<file path="src/rtl/regfile_mp_scoreboard.sv">
// Multi-port register file: NRD combinational reads, two write ports (port 0 has priority),
// optional write-to-read bypass, optional hard-wired x0, and a per-register pending-write scoreboard.
module regfile_mp_scoreboard #(
   parameter int unsigned DATA     = 32,
   parameter int unsigned ADDR     = 5,
   parameter int unsigned NRD      = 2,
   parameter int unsigned BYPASS   = 1,
   parameter int unsigned ZERO_REG = 1
) (
   input  logic                clk,
   input  logic                rstn,
   input  logic                we0,
   input  logic [ADDR-1:0]     wa0,
   input  logic [DATA-1:0]     wd0,
   input  logic                we1,
   input  logic [ADDR-1:0]     wa1,
   input  logic [DATA-1:0]     wd1,
   input  logic [NRD*ADDR-1:0] ra,
   output logic [NRD*DATA-1:0] rd,
   input  logic                iss_valid,
   input  logic [ADDR-1:0]     iss_rd,
   output logic [NRD-1:0]      busy,
   output logic                stall,
   output logic                wr_collision
);

   localparam int unsigned DEPTH = 2**ADDR;

   logic [DATA-1:0]  regs_q [DEPTH];
   logic [DEPTH-1:0] sb_q, sb_d;
   logic             wr_collision_q, wr_collision_d;
   logic             zr_wa0, zr_wa1, zr_iss;
   logic             acc0, acc1;

   // Port 1 is dropped when it targets the same register as an accepted port-0 write.
   always_comb begin
      zr_wa0         = (ZERO_REG != 0) && (wa0 == '0);
      zr_wa1         = (ZERO_REG != 0) && (wa1 == '0);
      zr_iss         = (ZERO_REG != 0) && (iss_rd == '0);
      acc0           = we0 && !zr_wa0;
      acc1           = we1 && !zr_wa1 && !(acc0 && (wa1 == wa0));
      wr_collision_d = acc0 && we1 && (wa1 == wa0);
      sb_d = sb_q;
      if (acc0) sb_d[wa0] = 1'b0;
      if (acc1) sb_d[wa1] = 1'b0;
      // Set after clear: a freshly issued producer outranks the retiring one.
      if (iss_valid && !zr_iss) sb_d[iss_rd] = 1'b1;
   end

   always_ff @(posedge clk or negedge rstn) begin
      if (!rstn) begin
         regs_q         <= '{default: '0};
         sb_q           <= '0;
         wr_collision_q <= 1'b0;
      end else begin
         if (acc0) regs_q[wa0] <= wd0;
         if (acc1) regs_q[wa1] <= wd1;
         sb_q           <= sb_d;
         wr_collision_q <= wr_collision_d;
      end
   end

   assign wr_collision = wr_collision_q;

   for (genvar k = 0; k < NRD; k++) begin : g_rd
      logic [ADDR-1:0] ra_k;
      logic            hit0, hit1, zr;
      logic [DATA-1:0] rd_k;
      logic            busy_k;

      always_comb begin
         ra_k   = ra[k*ADDR +: ADDR];
         hit0   = (BYPASS != 0) && acc0 && (wa0 == ra_k);
         hit1   = (BYPASS != 0) && acc1 && (wa1 == ra_k);
         zr     = (ZERO_REG != 0) && (ra_k == '0);
         if (zr)        rd_k = '0;
         else if (hit0) rd_k = wd0;
         else if (hit1) rd_k = wd1;
         else           rd_k = regs_q[ra_k];
         busy_k = sb_q[ra_k] && !hit0 && !hit1 && !zr;
      end

      assign rd[k*DATA +: DATA] = rd_k;
      assign busy[k]            = busy_k;
   end

   assign stall = |busy;

endmodule

</file>
<file path="config.mk">
export PLATFORM = sky130hd
export DESIGN_NAME = regfile_mp_scoreboard
export DESIGN_NICKNAME = d
export VERILOG_FILES = /design/src/rtl/regfile_mp_scoreboard.sv
export SDC_FILE = /design/constraint.sdc
export NUM_CORES = 2
export LEC_CHECK = 0
export CAP_MARGIN = 20
export CORE_ASPECT_RATIO = 0.9
export CORE_MARGIN = 8
export CORE_UTILIZATION = 40
export DETAILED_ROUTE_END_ITERATION = 12
export GPL_ROUTABILITY_DRIVEN = 0
export MAX_ROUTING_LAYER = met4
export SETUP_SLACK_MARGIN = 0.05
export SLEW_MARGIN = 10
export SYNTH_ARGS = -nofsm -noshare
export SYNTH_HDL_FRONTEND = slang
export SYNTH_SLANG_ARGS = --single-unit
export TNS_END_PERCENT = 1
</file>
<file path="constraint.sdc">
create_clock -name clk -period 2.7 [get_ports clk]
set_input_delay 0.405 -clock clk [delete_from_list [all_inputs] [get_ports clk]]
set_output_delay 0.405 -clock clk [all_outputs]
set_load 0.01 [all_outputs]
</file>
==> results.cfg <==
[floorplan]
dieArea_sq_mm = 0.180
die_y_um = 404
ios = 162
start_util_pct = 40.2
fp-row-count = 142
core_area_sq_mm = 0.166
die_w_um = 447

[cts]
clock_sinks = 1057
clk_pin_slew_ns = 0.06
cts_buffers = 116
cts_root_buffer = clkbuf_16
clk_latency_ns = 0.80
cts_tree = built
htree_levels = 3
clock_path_buffers = 3

[cells_and_area]
fin_nets = 6719
final_area_sq_mm = 0.0811
syn2layout_area_growth_pct = 21.5
drive_above_1_share_pct = 23.3

[sta]
maxSlewHeadroom_pct = 39.5
grt_setup_unrepaired = true
worst_slew_pin_slew_ns = 0.908
fin_crit_ns = 3.07
hold_ws_ns = 0.243
fmax_mhz = 326
setup_ws_ns = -0.367
finalHoldViolCount = 0
setup_viol = 67
slew_viol_final = 0
fin_crit_sh_pct = 114
finalClockSkew_ns = 0

[synthesis]
synthCells = 6505
synth_warnings = 0
avgSynthCellArea_sq_um = 10.3
yosys-top-cells-area = dfrtp_1 (40%), mux2i_1 (18%), mux4_2 (13%)
ys_ff_latch = 1057
synth-seq-area-share_pct = 39.6
synth_top_area_cell = dfrtp_1
synth_edf_count = 0
synth-main-ff-cell = dfrtp_1
yosysMostFrequentCell = mux2i_1
synth.distinct_cells = 63
synth_common_cells = mux2i_1 (1191), dfrtp_1 (1057), nor2_1 (973), a21oi_1 (939), mux4_2 (387)
syn_nets = 6599
synth.top_cell.area_share_pct = 39.6
ys_async_sr_fraction_pct = 100
synthesis.area_sq_mm = 0.0668

[pwr]
comb_power_share_pct = 27.6
ir_drop_mv = 0.636
p_sw_mw = 18.6
p_seq_share_pct = 42.8
intPower_mw = 37.6
clkPwrFrac_pct = 29.7
p_leak_nw = 35.8
p_per_area_mw_per_mm2 = 693
switching_share_pct = 33.1

[grt]
gr-total-overflow = 0
grt_usage_pct = 32.9
antenna_found_initial = 7
grt_pass1_wl_mm = 421
grt_pass1_vias = 56117
grt_max_degree = 128

[status]
violations = negative setup slack
status = finished with violations

[critical_path]
cp_max_fo = 3
cp.required_ns = 2.30
cp.arrival_ns = 2.66
endpoint_kind = output pin
crit_type = flop to output pin
startpoint_type = flop

[detailed_routing]
drc = 0
finalWirelength_mm = 299
vias = 58567
ant_nets = 0
wl_per_cell_um = 33.4
via_per_inst = 6.54
firstDrtPassIters = 10
initialDrtViolationCount = 9029

[flow_run]
maxCapViolations = 0

[place]
dpl_cell_area_sq_mm = 0.0763
hpwl_mm = 199
port_buffers = 161

[hold_path]
min_path_type = input port to asynchronous set/reset pin
## area by class of cell
type / instances / area (sq um)
timing repair buffer: 867 / 10100
clock buffer: 169 / 3360
inverter: 16 / 60.1
antenna: 9 / 22.5
tap: 2232 / 2790
fill: 14797 / 85000
sequential: 1057 / 26500
multi-input combinational: 4567 / 37900
clock inverter: 42 / 524
## metrics by stage
stage	cells	total power, mW	TNS (ns)	setup slack, ns	utilization (%)
after floorplan	6505	32.9	0	0.167	-
after global placement	8711	38.4	-592.32	-1.43	45.9
after detailed placement	8712	39.0	-603.34	-0.979	46.0
after CTS	8933	55.5	-22.50	-0.498	48.5
after global routing	8955	58.3	-16.12	-0.408	48.8
final	8959	56.2	-13.35	-0.367	48.8
## registers in the layout, summed over array words and instances, names as in the netlist
signal / flops
regs_q: 1024
sb_q: 32
wr_collision: 1
## worst max-delay path: stages, from the launching register on
cell	delay (ns)
dfrtp_1	0.41
mux2_2	0.28
nor3b_2	0.21
nor4_2	0.08
buf_4	0.15
nor4_4	0.33
buf_4	0.18
o32ai_2	0.06
buf_2	0.15
## final timing paths
| kind | start | end | slack, ns | cells after the start |
|---|---|---|---|---|
| worst min-delay path | rstn | sb_q[16] | 0.24 | 3 |
| worst max register to register | sb_q[1] | sb_q[1] | 1.81 | 2 |
| min in group clk | wd1[12] | regs_q[12] | 0.35 | 3 |
| max in group asynchronous | rstn | regs_q[335] | 1.46 | 4 |
| worst max-delay path | sb_q[9] | stall | -0.37 | 8 |
| worst min register to register | regs_q[999] | regs_q[999] | 0.40 | 0 |
## power groups by stage
stage | combinational, mW | sequential (mW) | clock [mW]
6_report | 15.5 | 24.0 | 16.7
5_1_grt | 16.6 | 24.4 | 17.3
4_1_cts | 15.1 | 23.7 | 16.7
3_5_place_dp | 15.0 | 24.0 | 0
3_3_place_gp | 14.7 | 23.8 | 0
2_1_floorplan | 10.4 | 22.5 | 0
## layer usage
layer	wire [um]	GRT usage, %	up-vias
li1	-	-	24225
met1	113000	41.6	29016
met2	130000	47.0	4252
met3	34100	8.64	1074
met4	22300	20.1	0
met5	0	-	-
## cells by family (layout without fill, tap and decap cells)
group | count (synthesis) | count (layout) | share of synthesized area, %
DFF | 1057 | 1057 | 39.6
buffers and inverters | 881 | 1094 | 6.15
xor gates and xnor gates | 25 | 25 | 0.328
and+or+nand+nor | 1402 | 1402 | 8.89
muxes | 1582 | 1582 | 31.0
other | 0 | 9 | 0
AOI/OAI and AO/OA | 1558 | 1558 | 14.1
## cells in the final DEF (no fill, tap or decap), types with 14 or more instances in the layout
cell	count
clkinv_2	19
buf_2	30
nor2_1	959
a22oi_2	50
o21ai_1	15
buf_6	20
dfrtp_1	1057
nand4_1	37
a211o_1	25
a22oi_1	206
nand3_1	18
and4_4	21
dlygate4sd2_1	16
clkbuf_16	118
clkdlybuf4s50_1	71
buf_4	429
o2111ai_4	32
mux4_2	387
and3_1	15
nor3_1	43
a31oi_1	88
clkbuf_1	27
mux2i_1	1189
clkbuf_8	26
o31ai_1	27
a21oi_1	939
nor2_4	16
nand2_1	185
inv_1	16
a32oi_1	64
buf_12	254
a32o_1	31
clkbuf_2	14
o22ai_1	35
## repair_timing
| action | CTS | global route |
|---|---|---|
| pin swaps | 15 | 60 |
| hold buffers | 1 | 0 |
| buffers inserted | 6 | 15 |
| setup endpoints to repair | 67 | 67 |
| endpoints found under the hold margin | 453 | 0 |
| resized for setup | 247 | 185 |
| cloned | 3 | 3 |
(Power assumes the default switching activity.)
